[config.mk]
export PLATFORM = sky130hd
export DESIGN_NAME = verlet_frame_scheduler
export DESIGN_NICKNAME = d
export VERILOG_FILES = /design/src/rtl/verlet_frame_scheduler_pkg.sv /design/src/rtl/verlet_frame_scheduler_alu_watchdog.sv /design/src/rtl/verlet_frame_scheduler.sv
export SDC_FILE = /design/constraint.sdc
export NUM_CORES = 1
export LEC_CHECK = 0
export ABC_CLOCK_PERIOD_IN_PS = 1860
export CELL_PAD_IN_SITES_DETAIL_PLACEMENT = 0
export CELL_PAD_IN_SITES_GLOBAL_PLACEMENT = 1
export CORE_AREA = 8 8 98 73
export DETAILED_ROUTE_END_ITERATION = 8
export DIE_AREA = 0 0 106 81
export GPL_ROUTABILITY_DRIVEN = 0
export HOLD_SLACK_MARGIN = 0.12
export PLACE_DENSITY = 0.79
export SLEW_MARGIN = 25
export SYNTH_ARGS = -nofsm -noshare
export SYNTH_HDL_FRONTEND = slang
export SYNTH_HIERARCHICAL = 1
export SYNTH_SLANG_ARGS = --single-unit
[constraint.sdc]
create_clock -name clk -period 1.86 [get_ports clk]
set_input_delay 0.279 -clock clk [delete_from_list [all_inputs] [get_ports clk]]
set_output_delay 0.279 -clock clk [all_outputs]
set_load 0.01 [all_outputs]
[src/rtl/verlet_frame_scheduler_pkg.sv]
// ---------------------------------------------------------------------------
// verlet_pkg
//   Shared definitions for the rope-simulation frame scheduler and the node
//   array it drives: the scheduler state encoding, the shared-ALU opcodes and
//   the rest-position constants that the node array uses for the rope layout.
// ---------------------------------------------------------------------------
package verlet_pkg;

    // Frame scheduler states: a request/wait/latch triple per ALU operation
    // for each of the two phases, plus idle and a one-cycle completion state.
    typedef enum logic [2:0] {
        ST_IDLE    = 3'd0,
        ST_V_REQ   = 3'd1,
        ST_V_WAIT  = 3'd2,
        ST_V_LATCH = 3'd3,
        ST_C_REQ   = 3'd4,
        ST_C_WAIT  = 3'd5,
        ST_C_LATCH = 3'd6,
        ST_DONE    = 3'd7
    } state_t;

    // Shared-ALU opcodes: Verlet integration uses the multiply path,
    // constraint relaxation uses the subtract path.
    localparam logic [4:0] OP_VERLET = 5'd2;
    localparam logic [4:0] OP_CONSTR = 5'd1;
    localparam logic [4:0] OP_NONE   = 5'd0;

    // Rope layout: x coordinate of the pinned node and rest spacing between
    // neighbouring nodes.
    localparam logic [15:0] BASE_X = 16'd200;
    localparam logic [15:0] DIST   = 16'd10;

endpackage

[src/rtl/verlet_frame_scheduler_alu_watchdog.sv]
// ---------------------------------------------------------------------------
// alu_watchdog
//   Counts cycles spent waiting for the shared ALU result. The count is held
//   at zero while clear is high, advances while enable is high and saturates
//   at LIMIT-1; expired is high whenever the count sits at that terminal value.
// Ports
//   clk      in   clock, rising edge
//   reset    in   asynchronous active-low reset
//   clear    in   synchronous clear of the cycle count
//   enable   in   count this cycle
//   expired  out  count has reached LIMIT-1
// ---------------------------------------------------------------------------
module alu_watchdog #(
    parameter int LIMIT = 64
) (
    input  logic clk,
    input  logic reset,
    input  logic clear,
    input  logic enable,
    output logic expired
);

    localparam int CNT_W = (LIMIT > 1) ? $clog2(LIMIT) : 1;
    localparam logic [CNT_W-1:0] TERMINAL = CNT_W'(LIMIT - 1);

    logic [CNT_W-1:0] count_r;

    // Saturating wait-cycle counter.
    always_ff @(posedge clk or negedge reset) begin
        if (!reset) begin
            count_r <= '0;
        end else if (clear) begin
            count_r <= '0;
        end else if (enable && (count_r != TERMINAL)) begin
            count_r <= count_r + CNT_W'(1);
        end
    end

    assign expired = (count_r == TERMINAL);

endmodule

[src/rtl/verlet_frame_scheduler.sv]
// ---------------------------------------------------------------------------
// verlet_frame_scheduler
//   Sequences one simulation frame for NUM_NODES rope nodes sharing a single
//   floating-point ALU. Phase 1 issues one Verlet-integration op per node
//   (nodes 0..NUM_NODES-1); phase 2 issues one constraint op per unpinned
//   node (1..NUM_NODES-1), repeated ITERS times. Each op is a request /
//   wait / latch sequence; the latch cycle pulses the node's one-hot strobe.
//   A watchdog aborts the frame if the ALU result does not return in time.
// Ports
//   clk                   in   clock, rising edge
//   reset                 in   asynchronous active-low reset
//   frame_start           in   one-cycle pulse: begin a frame (idle only)
//   alu_valid             out  ALU request, held until alu_ready
//   alu_ready             in   ALU accepts the request this cycle
//   alu_done              in   ALU result valid (one-cycle pulse)
//   alu_op                out  ALU opcode (0 when idle / done)
//   alu_sel               out  node whose operands are muxed into the ALU
//   verlet_state          out  one-hot one-cycle Verlet latch strobe
//   fix_constraint_state  out  one-hot one-cycle constraint latch strobe
//   busy                  out  frame in progress
//   frame_done            out  one-cycle pulse at frame completion
//   timeout_err           out  sticky ALU timeout flag, cleared by frame_start
// ---------------------------------------------------------------------------
module verlet_frame_scheduler
    import verlet_pkg::*;
#(
    parameter int NUM_NODES   = 8,
    parameter int ITERS       = 4,
    parameter int ALU_TIMEOUT = 64,
    parameter int NODE_W      = $clog2(NUM_NODES)
) (
    input  logic                 clk,
    input  logic                 reset,
    input  logic                 frame_start,
    output logic                 alu_valid,
    input  logic                 alu_ready,
    input  logic                 alu_done,
    output logic [4:0]           alu_op,
    output logic [NODE_W-1:0]    alu_sel,
    output logic [NUM_NODES-1:0] verlet_state,
    output logic [NUM_NODES-1:0] fix_constraint_state,
    output logic                 busy,
    output logic                 frame_done,
    output logic                 timeout_err
);

    localparam int ITER_W = (ITERS > 1) ? $clog2(ITERS) : 1;
    localparam logic [NODE_W-1:0] LAST_NODE  = NODE_W'(NUM_NODES - 1);
    localparam logic [NODE_W-1:0] FIRST_NODE = NODE_W'(0);
    // Node 0 is pinned, so constraint passes start at node 1.
    localparam logic [NODE_W-1:0] FIRST_FREE = NODE_W'(1);
    localparam logic [ITER_W-1:0] LAST_ITER  = ITER_W'(ITERS - 1);

    state_t            state_r;
    logic [NODE_W-1:0] node_r;
    logic [ITER_W-1:0] iter_r;
    logic              in_wait_s;
    logic              wd_expired_s;

    // One-hot strobe for a node index.
    function automatic logic [NUM_NODES-1:0] node_onehot(input logic [NODE_W-1:0] idx);
        logic [NUM_NODES-1:0] vec;
        vec      = '0;
        vec[idx] = 1'b1;
        return vec;
    endfunction

    assign in_wait_s = (state_r == ST_V_WAIT) || (state_r == ST_C_WAIT);

    // The watchdog is held clear outside the wait states, so every wait
    // starts counting from zero at the cycle after acceptance.
    alu_watchdog #(
        .LIMIT (ALU_TIMEOUT)
    ) u_watchdog (
        .clk     (clk),
        .reset   (reset),
        .clear   (~in_wait_s),
        .enable  (in_wait_s),
        .expired (wd_expired_s)
    );

    // Frame FSM; every output is a register updated together with the state,
    // so each output value lines up with the state it belongs to.
    always_ff @(posedge clk or negedge reset) begin
        if (!reset) begin
            state_r              <= ST_IDLE;
            node_r               <= '0;
            iter_r               <= '0;
            alu_valid            <= 1'b0;
            alu_op               <= OP_NONE;
            alu_sel              <= '0;
            verlet_state         <= '0;
            fix_constraint_state <= '0;
            busy                 <= 1'b0;
            frame_done           <= 1'b0;
            timeout_err          <= 1'b0;
        end else begin
            // Strobes are single-cycle unless re-armed below.
            verlet_state         <= '0;
            fix_constraint_state <= '0;
            frame_done           <= 1'b0;

            case (state_r)
                ST_IDLE: begin
                    if (frame_start) begin
                        state_r     <= ST_V_REQ;
                        node_r      <= FIRST_NODE;
                        iter_r      <= '0;
                        timeout_err <= 1'b0;
                        busy        <= 1'b1;
                        alu_valid   <= 1'b1;
                        alu_op      <= OP_VERLET;
                        alu_sel     <= FIRST_NODE;
                    end
                end

                ST_V_REQ: begin
                    if (alu_ready) begin
                        state_r   <= ST_V_WAIT;
                        alu_valid <= 1'b0;
                    end
                end

                // Result wins over a same-cycle watchdog expiry.
                ST_V_WAIT: begin
                    if (alu_done) begin
                        state_r      <= ST_V_LATCH;
                        verlet_state <= node_onehot(node_r);
                    end else if (wd_expired_s) begin
                        state_r     <= ST_IDLE;
                        timeout_err <= 1'b1;
                        busy        <= 1'b0;
                        alu_op      <= OP_NONE;
                        alu_sel     <= '0;
                    end
                end

                ST_V_LATCH: begin
                    alu_valid <= 1'b1;
                    if (node_r == LAST_NODE) begin
                        state_r <= ST_C_REQ;
                        node_r  <= FIRST_FREE;
                        alu_op  <= OP_CONSTR;
                        alu_sel <= FIRST_FREE;
                    end else begin
                        state_r <= ST_V_REQ;
                        node_r  <= node_r + NODE_W'(1);
                        alu_op  <= OP_VERLET;
                        alu_sel <= node_r + NODE_W'(1);
                    end
                end

                ST_C_REQ: begin
                    if (alu_ready) begin
                        state_r   <= ST_C_WAIT;
                        alu_valid <= 1'b0;
                    end
                end

                ST_C_WAIT: begin
                    if (alu_done) begin
                        state_r              <= ST_C_LATCH;
                        fix_constraint_state <= node_onehot(node_r);
                    end else if (wd_expired_s) begin
                        state_r     <= ST_IDLE;
                        timeout_err <= 1'b1;
                        busy        <= 1'b0;
                        alu_op      <= OP_NONE;
                        alu_sel     <= '0;
                    end
                end

                // End of a constraint pass either starts the next pass at
                // node 1 or, after the final pass, completes the frame.
                ST_C_LATCH: begin
                    if (node_r != LAST_NODE) begin
                        state_r   <= ST_C_REQ;
                        node_r    <= node_r + NODE_W'(1);
                        alu_valid <= 1'b1;
                        alu_op    <= OP_CONSTR;
                        alu_sel   <= node_r + NODE_W'(1);
                    end else if (iter_r != LAST_ITER) begin
                        state_r   <= ST_C_REQ;
                        node_r    <= FIRST_FREE;
                        iter_r    <= iter_r + ITER_W'(1);
                        alu_valid <= 1'b1;
                        alu_op    <= OP_CONSTR;
                        alu_sel   <= FIRST_FREE;
                    end else begin
                        state_r    <= ST_DONE;
                        frame_done <= 1'b1;
                        alu_op     <= OP_NONE;
                        alu_sel    <= '0;
                    end
                end

                ST_DONE: begin
                    state_r <= ST_IDLE;
                    busy    <= 1'b0;
                end

                default: begin
                    state_r   <= ST_IDLE;
                    node_r    <= '0;
                    iter_r    <= '0;
                    alu_valid <= 1'b0;
                    alu_op    <= OP_NONE;
                    alu_sel   <= '0;
                    busy      <= 1'b0;
                end
            endcase
        end
    end

endmodule

; ---- Word-level counts from Yosys, hierarchy flattened
; Cells that the tools add are included.
[classes]
addsub = 3
n_lt_le_gt_ge = 2
reduce_logical = 19
n_eq_ne = 22
n_mux = 53
[op_table]
columns = operator, n
row1 = 2-to-1 mux 3 bit, 14
row2 = 2-to-1 mux 8 bit, 3
row3 = one-hot mux 3 bit (8 select lines), 1
row4 = one-hot mux 5 bit (4 select lines), 1
row5 = AND reduction 4 bit, 5
row6 = 2-to-1 mux 1 bit, 16
row7 = inequality test 2 bit (second input constant), 8
row8 = equality test 3 bit (second input constant), 5
row9 = 2-to-1 mux 5 bit, 3
row10 = 2-to-1 mux 2 bit, 6
row11 = 2-to-1 mux 6 bit, 2
row12 = one-hot mux 3 bit (4 select lines), 1
row13 = one-hot mux 3 bit (3 select lines), 1
row14 = nonzero test 4 bit, 2
row15 = adder 6 x 1 -> 6 bit (second input constant), 1
row16 = equality test 3 x 2 -> 1 bit (second input constant), 2
row17 = equality test 6 bit (second input constant), 1
row18 = inequality test 3 bit (second input constant), 2
row19 = inequality test 6 bit (second input constant), 1
row20 = AND reduction 3 bit, 2
row21 = nonzero test 3 bit, 2
row22 = less-than comparator 3 x 4 -> 1 bit (second input constant), 1
row23 = inequality test 2 x 1 -> 1 bit (second input constant), 2
row24 = one-hot mux 1 bit (4 select lines), 1
row25 = other kinds (13), 16
[word_totals]
ff_bits = 42
output_inout_bits = 28
word_cells = 111
in_bits = 5

; ---- Depth between registers and ports, before layout
; Gate-level depths: netlist of run 1.
[logic_depth]
depth_word = 6
depth_mapped = 7
ltp_nobuf = 7

; ---- By module
; The synthesis of run 1 kept the hierarchy.
[modules_own_cells]
columns = mod, cells_each, area_per_inst_um2, instances
row1 = verlet_frame_scheduler, 162, 1590.3, 1
row2 = alu_watchdog, 39, 380.4, 1

; ---- Worst setup path before layout of run 1
; OpenSTA, ideal clock, no wires.
[synth_timing]
path_type = register to register
startpoint = reg u_watchdog.count_r[0]
endpoint = reg alu_op[1]
arrival_time_ns = 1.649
period_less_slack_ns = 1.777
t_required_ns = 1.732
slack_ns = 0.083
stages_incl_launch_ff = 8
setup_time_ns = 0.128
path_cell_list = dfrtp_1 ha_1 nand2_4 nor2b_4 nor2b_1 o21ai_1 a2bb2oi_4 mux2_1
[synth_between]
elab_chain_len = 3
[synth_rtl]
columns = item, line_no
row1 = start: declaration, verlet_frame_scheduler_alu_watchdog.sv:26  ; logic [CNT_W-1:0] count_r;
row2 = start signal: assignment, verlet_frame_scheduler_alu_watchdog.sv:35  ; count_r <= count_r + CNT_W'(1);
row3 = equality test 6 bit, verlet_frame_scheduler_alu_watchdog.sv:39  ; assign expired = (count_r == TERMINAL);
row4 = net wd_expired_s, verlet_frame_scheduler.sv:58  ; logic wd_expired_s;
row5 = inequality test 2 x 1 -> 1 bit (no line), n/a
row6 = AND reduction 4 bit (no line), n/a
row7 = end signal: assignment, verlet_frame_scheduler.sv:90  ; alu_op <= OP_NONE;
row8 = end signal: assignment, verlet_frame_scheduler.sv:112  ; alu_op <= OP_VERLET;
row9 = end signal: assignment, verlet_frame_scheduler.sv:133  ; alu_op <= OP_NONE;
row10 = end: declaration, verlet_frame_scheduler.sv:38  ; output logic [4:0] alu_op,
; The timed path passes the listed nets, and every way through them passes these cells.
; A chain may end at the register's enable or synchronous reset.

; ---- Worst setup path after layout of run 1
; Same ends and word-level chain as after synthesis.

==> impl_metrics.json, run 1 <==
{
  "grt_usage_pct": 11.0,
  "worstPathCellList": "ha_4 -> nand2_4 -> nor2b_4 -> nand2b_4 -> nor3_4 -> a2bb2oi_4 -> mux2_1",
  "holdCritPathClass": "reg2reg",
  "cts_max_level": 2,
  "final_layout_size_suffix_gt1_share_pct": 17.5,
  "max_cap_violations": 0,
  "antenna_found_initial": 0,
  "crit_path_top_delay_cell": "dfrtp_1",
  "worstSkewPairLatency_ps": 290,
  "worst_path_dominant_cell_family": "simple AND/OR/NAND/NOR gates",
  "starting_density_of_the_core_pct": 35.1,
  "cts_buffers": 5,
  "chipHeight_um": 81,
  "dieWidth_um": 106,
  "route.detailed.vias_per_inst": 4.74,
  "endpoint_kind": "register",
  "status": "complete, no violations",
  "antenna_violating_nets_post_route": 0,
  "setup-violations-final": 0,
  "worst_setup_path_start_kind": "register",
  "cts.clk_slew.worst_paths_ps": 80,
  "vdd.ir_drop.worst_mv": 0.359,
  "grt_first_pass_wirelength_um": 7680,
  "totalNegativeSetupSlack_ps": 0,
  "critPathMaxStageDelay_ps": 400,
  "remaining_drc_errors": 0,
  "dp.final_hpwl_um": 3310,
  "design.final.nets": 261,
  "numClockSinks": 39,
  "synth_flop_cell": "dfrtp_1",
  "routed_wirelength_um": 4510,
  "yosys.cell_types.count": 43,
  "worst_clock_skew_ps": 5.38,
  "cp.buffers_inverters": 0,
  "num_io_pins": 33,
  "synth_cells": 201,
  "critical_path_fanouts_max": 3,
  "number_of_global_route_vias_before_repair": 1525,
  "rsz0062_at_grt": "no",
  "worst_slack_ps": 122,
  "critical_path_required_ps": 2040,
  "final_hold_viol_count": 0,
  "root_buffer": "clkbuf_8",
  "synth-warning-count": 6,
  "vias": 1550,
  "synth_enable_flop_cells": 0,
  "synthTopCellsByArea": "dfrtp_1, nor2_1, o21ai_0, ha_1, inv_1",
  "pin_count_of_the_biggest_net_entering_global_routing": 40,
  "total_inserted_antenna_cells": 0,
  "final.period_utilization_pct": 93.5,
  "pre_cts_worst_setup_slack_ps": -36.1,
  "io_buffers": 29,
  "dieArea_um2": 8590,
  "dr.first_iter.drc_count": 44,
  "first_pass_iters": 6,
  "finish.utilization_pct": 46.0,
  "synth_largest_area_cell": "dfrtp_1",
  "synth.avg_cell_area_um2": 9.80,
  "grt_remaining_overflow": 0,
  "maxSlewViolCount": 0,
  "final_cells": 327,
  "post-synth-top-area-fraction_pct": 49.5,
  "power_per_cell_area_nw_per_um2": 1000,
  "synth.cell_area_um2": 1970,
  "avgRoutedWirePerCell_um": 13.8,
  "async_reset_ff_share_pct": 100,
  "ff2ff_setup_slack_ps": 120,
  "p_leak_nw": 1.12,
  "critPathArrivalTime_ps": 1910,
  "cts.path.max_buffers": 2,
  "ys_seq_area_share_pct": 49.5,
  "synth.most_common_cell": "dfrtp_1",
  "crit_type": "reg2reg",
  "synth_top_cells_by_count": "dfrtp_1, nor2_1, inv_1",
  "flop_and_latch_count_out_of_synthesis": 39,
  "final_period_minus_worst_setup_slack_ps": 1740,
  "area.growth.synth_to_final_pct": 31.1,
  "fp-row-count": 23,
  "cts_tree": "yes",
  "fmaxAchievable_ghz": 0.575,
  "core_area_um2": 5610,
  "dpl_cells": 314
}
## state kept, by name, indices dropped and copies added (netlist names), 2 cells and up
signal,flops
iter_r,2
alu_sel,3
u_watchdog/count_r,6
state_r,3
alu_op,2
node_r,3
fix_constraint_state,8
verlet_state,8
## layer usage
metal / vias to the layer above / wire (um) / track usage, %
met5: - / 0 / 0
met4: 0 / 31 / 2.52
met3: 4 / 268 / 4.19
met2: 29 / 1920 / 16.1
met1: 730 / 2290 / 15.0
li1: 787 / - / -
## cells by family after synthesis
family | share of synthesized area [%]
xor+xnor | 0.445
fa+ha+maj | 3.17
mux | 3.68
flops | 49.5
buf+inv | 6.86
simple gates | 20.5
compound gates | 15.6
other cells | 0.190
## timing repair
action	4_1_cts	5_1_grt
hold endpoints to repair	39	0
setup endpoints to repair	0	2
hold buffers	1	0
resized for setup	0	6
setup buffers	0	4
## path summary, 6_finish.rpt
kind	start	to	depth (start not counted)
max in group asynchronous	reset	u_watchdog/count_r[1]$_DFFE_PN0P_	3
max reg2reg	u_watchdog/count_r[0]$_DFFE_PN0P_	alu_op[1]$_DFFE_PN0P_	7
min reg2reg	alu_op[1]$_DFFE_PN0P_	alu_op[1]$_DFFE_PN0P_	1
min	alu_op[1]$_DFFE_PN0P_	alu_op[1]$_DFFE_PN0P_	1
max	u_watchdog/count_r[0]$_DFFE_PN0P_	alu_op[1]$_DFFE_PN0P_	7
min in group asynchronous	reset	u_watchdog/count_r[4]$_DFFE_PN0P_	3
## area by class of cell
| class | instances | area (um^2) |
|---|---|---|
| flip-flops and latches | 39 | 977 |
| fillers | 552 | 3030 |
| multi-input cells | 136 | 896 |
| clock buffers | 5 | 68.8 |
| clock inverters | 3 | 20.0 |
| inverters | 16 | 60.1 |
| repair buffers | 53 | 468 |
| well taps | 75 | 93.8 |
## stage by stage
step | hold slack [ps] | area [um^2] | total power (W)
2_1_floorplan | -16.6 | 1980 | 0.00169
3_3_place_gp | 358 | 2420 | 0.00200
3_5_place_dp | 364 | 2420 | 0.00201
4_1_cts | 538 | 2520 | 0.00261
5_1_grt | 558 | 2580 | 0.00278
6_report | 534 | 2580 | 0.00259
## worst register-to-register path, delay by kind of cell, from the launching register on
| family | cells | cell delay (ps) |
|---|---|---|
| compound gates | 1 | 180 |
| fa+ha+maj | 1 | 180 |
| flops | 1 | 400 |
| mux | 1 | 330 |
| simple gates | 4 | 540 |
## power by group
part           switching, W  leakage, nW  internal (W)
Combinational      0.000551        0.555      0.000461
Sequential        0.0000665        0.526      0.000937
Clock              0.000315       0.0402      0.000261
Total              0.000932         1.12       0.00166
## cell usage in the layout (no fill, tap or decap), types with 4 or more instances in the layout
cell type / instances
inv_1: 16
clkbuf_8: 5
nand2_1: 13
mux2i_1: 5
nor3_1: 8
nand3_1: 11
ha_1: 4
dfrtp_1: 38
a21oi_1: 10
buf_4: 23
clkdlybuf4s50_1: 28
o21ai_0: 14
nor2_1: 21
No activity file was read; power rests on OpenSTA's default activity.
==> inputs of run 2 (changes only) <==
CAP_MARGIN = 20   (was not set)
REMOVE_ABC_BUFFERS = 1   (was not set)
SETUP_SLACK_MARGIN = 0.3   (was not set)
==> impl_metrics.json, run 2 (same netlist as run 1, synthesis figures left out) <==
{
  "dieArea_um2": 8590,
  "critPathArrivalTime_ps": 1820,
  "area.growth.synth_to_final_pct": 43.6,
  "setup-violations-final": 0,
  "p_leak_nw": 1.23,
  "maxSlewViolCount": 0,
  "remaining_drc_errors": 0,
  "design.final.nets": 276,
  "total_inserted_antenna_cells": 0,
  "layout_commonest_cell": "dfrtp_1",
  "reg.largest.list": "fix_constraint_state: 8 flops, verlet_state: 8 flops, u_watchdog/count_r: 6 flops",
  "cts_tree": "yes",
  "chipHeight_um": 81,
  "cts_max_level": 2,
  "n_fill_cell": 526,
  "worst-r2r-cell-count": 7,
  "final_layout_size_suffix_gt1_share_pct": 28.5,
  "status": "complete, no violations",
  "dieWidth_um": 106,
  "grt_usage_pct": 11.8,
  "endpoint_kind": "register",
  "antenna_found_initial": 0,
  "root_buffer": "clkbuf_8",
  "cts_buffers": 5,
  "final_hold_viol_count": 0,
  "final_cells": 342,
  "route.detailed.vias_per_inst": 4.89,
  "crit_type": "reg2reg",
  "hold-path-cell-count": 2,
  "hold-worst-slack_ps": 528,
  "starting_density_of_the_core_pct": 35.1,
  "grt_first_pass_wirelength_um": 8020,
  "routed_wirelength_um": 4860,
  "numClockSinks": 39,
  "vias": 1673,
  "holdCritPathClass": "reg2reg",
  "fp-row-count": 23,
  "grt_remaining_overflow": 0,
  "final.period_utilization_pct": 88.5,
  "final_cell_mix": "dfrtp_1, buf_4, clkdlybuf4s50_1",
  "io_buffers": 29,
  "worst_clock_skew_ps": 5.79,
  "dpl_cells": 318,
  "rsz0062_at_grt": "yes",
  "critical_path_fanouts_max": 3,
  "num_io_pins": 33,
  "first_pass_iters": 4,
  "vdd.ir_drop.worst_mv": 0.635,
  "dr.first_iter.drc_count": 67,
  "cts.path.max_buffers": 2,
  "worstSkewPairLatency_ps": 280,
  "finalPower_w": 0.00305,
  "antenna_violating_nets_post_route": 0,
  "fmaxAchievable_ghz": 0.608,
  "max_cap_violations": 0,
  "finish.utilization_pct": 50.4,
  "core_area_um2": 5610,
  "final_period_minus_worst_setup_slack_ps": 1650,
  "power_per_cell_area_nw_per_um2": 1080,
  "pin_count_of_the_biggest_net_entering_global_routing": 40,
  "worst_setup_path_start_kind": "register",
  "critical_path_required_ps": 2030,
  "number_of_global_route_vias_before_repair": 1641,
  "dp.final_hpwl_um": 3380,
  "avgRoutedWirePerCell_um": 14.2,
  "cts.clk_slew.worst_paths_ps": 80
}
[run 2: final cells by class]
cell class              instances  area [um^2]  share of cell area [%]
flip-flops and latches         39          980                    34.6
multi-input cells             136          962                    34.0
repair buffers                 68          598                    21.1
well taps                      75         93.8                    3.32
clock buffers                   6         72.6                    2.56
inverters                      16         63.8                    2.25
clock inverters                 2         60.1                    2.12
[run 2: critical path: stages, from the launching register on]
cell	delay, ps
dfrtp_1	390
ha_4	160
nand2_4	50
nor2b_4	170
nor2b_4	200
o21ai_2	80
a2bb2oi_4	160
mux2_4	310
[run 2: where the power goes]
group / total, W / internal, W / switching (W)
registers: 0.00102 / 0.000939 / 0.0000814
clock network: 0.000824 / 0.000536 / 0.000288
logic: 0.00120 / 0.000582 / 0.000620
[run 2: routing by layer]
layer / track usage (%) / wire, um / vias up
li1: - / - / 820
met1: 15.5 / 2340 / 820
met5: 0 / 0 / -
met4: 4.90 / 79 / 0
met3: 2.92 / 164 / 8
met2: 18.2 / 2270 / 25
[run 2: what timing repair did]
item,4_1_cts,5_1_grt
setup endpoints to repair,18,18
hold buffers,1,0
pin swaps,6,7
buffers inserted,4,11
gates cloned,0,0
resized for setup,10,26
endpoints found under the hold margin,39,0
[run 2: path summary, 6_finish.rpt]
check | startpoint | slack, ps | endpoint
setup / recovery | u_watchdog/count_r[0]$_DFFE_PN0P_ | 210 | alu_op[1]$_DFFE_PN0P_
hold / removal | alu_sel[2]$_DFFE_PN0P_ | 530 | alu_sel[2]$_DFFE_PN0P_
setup reg to reg | u_watchdog/count_r[0]$_DFFE_PN0P_ | 210 | alu_op[1]$_DFFE_PN0P_
hold reg to reg | alu_sel[2]$_DFFE_PN0P_ | 530 | alu_sel[2]$_DFFE_PN0P_
max in group asynchronous | reset | 910 | node_r[2]$_DFFE_PN0P_
min in group asynchronous | reset | 560 | busy$_DFFE_PN0P_
[run 2: through the flow]
| stage | setup TNS, ps | area, um^2 | setup WS (ps) |
|---|---|---|---|
| 2_1_floorplan | -670 | 1900 | -203 |
| 3_3_place_gp | -0.178 | 2450 | -0.178 |
| 3_5_place_dp | -13.9 | 2450 | -13.9 |
| 4_1_cts | 0 | 2670 | 174 |
| 5_1_grt | 0 | 2830 | 157 |
| 6_report | 0 | 2830 | 215 |
==> inputs of run 3 (changes only) <==
GPL_TIMING_DRIVEN = 0   (was not set)
==> impl_metrics.json, run 3 (same netlist as run 1, synthesis figures left out) <==
{
  "remaining_drc_errors": 0,
  "root_buffer": "clkbuf_8",
  "worstReg2RegStart": "u_watchdog/count_r[0]$_DFFE_PN0P_",
  "final_layout_size_suffix_gt1_share_pct": 30.8,
  "final_cells": 338,
  "fmaxAchievable_ghz": 0.576,
  "antenna_violating_nets_post_route": 0,
  "final_hold_viol_count": 0,
  "setup-violations-final": 0,
  "p_sw_share_pct": 34.5,
  "cts.path.max_buffers": 2,
  "final.period_utilization_pct": 93.3,
  "avgRoutedWirePerCell_um": 15.8,
  "total_inserted_antenna_cells": 0,
  "worst_clock_skew_ps": 13.9,
  "worst_setup_path_start_kind": "register",
  "holdCritPathClass": "in2async",
  "clock_network_fraction_of_design_power_pct": 26.3,
  "final_period_minus_worst_setup_slack_ps": 1730,
  "antenna_found_initial": 0,
  "hold-worst-slack_ps": 472,
  "worstSetupStartpoint": "u_watchdog/count_r[0]$_DFFE_PN0P_",
  "rsz0062_at_grt": "yes",
  "reg.largest.list": "fix_constraint_state: 8 flops, verlet_state: 8 flops, u_watchdog/count_r: 6 flops",
  "first_pass_iters": 4,
  "critical_path_fanouts_max": 4,
  "share_seq_of_total_power_pct": 33.6,
  "power_switching_w": 0.00112,
  "pin_count_of_the_biggest_net_entering_global_routing": 21,
  "fp-row-count": 23,
  "cts.clk_slew.worst_paths_ps": 90,
  "grt_first_pass_wirelength_um": 8940,
  "dp.final_hpwl_um": 3190,
  "combPwrFrac_pct": 40.1,
  "max_cap_violations": 0,
  "worst-r2r-cell-count": 7,
  "cts_max_level": 2,
  "totalNegativeSetupSlack_ps": 0,
  "dieArea_um2": 8590,
  "vdd.ir_drop.worst_mv": 0.512,
  "maxSlewViolCount": 0,
  "dpl_cells": 296,
  "endpoint_kind": "register",
  "p_leak_nw": 1.26,
  "io_buffers": 29,
  "routed_wirelength_um": 5360,
  "num_io_pins": 33,
  "numClockSinks": 39,
  "power_per_cell_area_nw_per_um2": 1120,
  "worstSkewPairLatency_ps": 300,
  "ff2ff_setup_slack_ps": 130,
  "final_cell_mix": "dfrtp_1, buf_4, clkdlybuf4s50_1",
  "core_area_um2": 5610,
  "crit_type": "reg2reg",
  "area.growth.synth_to_final_pct": 46.9,
  "layout_commonest_cell": "dfrtp_1",
  "design.final.nets": 272,
  "dieWidth_um": 106,
  "cts_buffers": 5,
  "critical_path_required_ps": 2050,
  "chipHeight_um": 81,
  "vias": 1705,
  "grt_remaining_overflow": 0,
  "cellInternalPower_w": 0.00212,
  "dr.first_iter.drc_count": 128,
  "worst_r2r_endpoint": "alu_op[1]$_DFFE_PN0P_",
  "grt_usage_pct": 13.0,
  "cts_tree": "yes",
  "route.detailed.vias_per_inst": 5.04,
  "status": "complete, no violations",
  "number_of_global_route_vias_before_repair": 1802,
  "starting_density_of_the_core_pct": 35.1,
  "critPathArrivalTime_ps": 1930
}
run 3: cell types whose count changed in the layout (fill, tap and decap cells not counted), sizes merged:
| cell | previous run | this run |
|---|---|---|
| clkinvlp | 1 | 2 |
| dlymetal6s2s | 1 | 3 |
| clkbuf | 6 | 5 |
| buf | 39 | 35 |
| clkdlybuf4s50 | 27 | 25 |
run 3: worst max-delay path by stage:
stage	end	slack, ps	depth (start not counted)
4_1_cts	alu_op[1]$_DFFE_PN0P_	130	7
2_1_floorplan	u_watchdog/count_r[5]$_DFFE_PN0P_	-200	4
6_report	alu_op[1]$_DFFE_PN0P_	130	7
5_1_grt	alu_op[1]$_DFFE_PN0P_	40	7
3_5_place_dp	u_watchdog/count_r[1]$_DFFE_PN0P_	-860	6
3_3_place_gp	u_watchdog/count_r[1]$_DFFE_PN0P_	-790	6
run 3: worst max-delay path: stages, from the launching register on:
cell       delay, ps
dfrtp_1          420
ha_4             180
nand2_4           60
nor2b_4          200
nor2b_4          220
o21ai_2           80
a2bb2oi_4        170
mux2_4           310
run 3: timing repair:
action                                  CTS  global route
buffers inserted                         26             7
endpoints found under the setup margin   28            20
resized for setup                        30            25
hold endpoints to repair                 19             0
hold buffers                              1             0
pin swaps                                 8            18
run 3: power groups by stage:
stage / clock, W / combinational [W] / sequential (W)
2_1_floorplan: 0 / 0.000510 / 0.00112
3_3_place_gp: 0 / 0.000762 / 0.00114
3_5_place_dp: 0 / 0.000777 / 0.00114
4_1_cts: 0.000863 / 0.00115 / 0.00107
5_1_grt: 0.000907 / 0.00141 / 0.00110
6_report: 0.000851 / 0.00130 / 0.00109
run 3: per-layer routing:
| layer | vias up | share of wire (%) | global-route usage (%) |
|---|---|---|---|
| li1 | 810 | - | - |
| met1 | 830 | 47 | 16.2 |
| met2 | 53 | 47 | 21.1 |
| met3 | 12 | 3.8 | 2.92 |
| met4 | 0 | 2.2 | 6.57 |
| met5 | - | 0 | 0 |
run 3: metrics by stage:
step	instance area [um^2]	utilization [%]	setup slack (ps)	total power [W]
after floorplan	1900	-	-203	0.00163
after global placement	2290	40.8	-786	0.00190
after CTS	2770	49.3	134	0.00309
after detailed placement	2310	41.2	-856	0.00192
after global routing	2890	51.6	36.2	0.00341
final	2890	51.6	125	0.00323
run 3: layout make-up:
cell class	count	area (um^2)
fill	514	2720
multi-input combinational	136	1010
clock buffer	5	68.8
sequential	39	988
clock inverter	3	67.6
tap	75	93.8
inverter	16	73.8
timing repair buffer	64	593
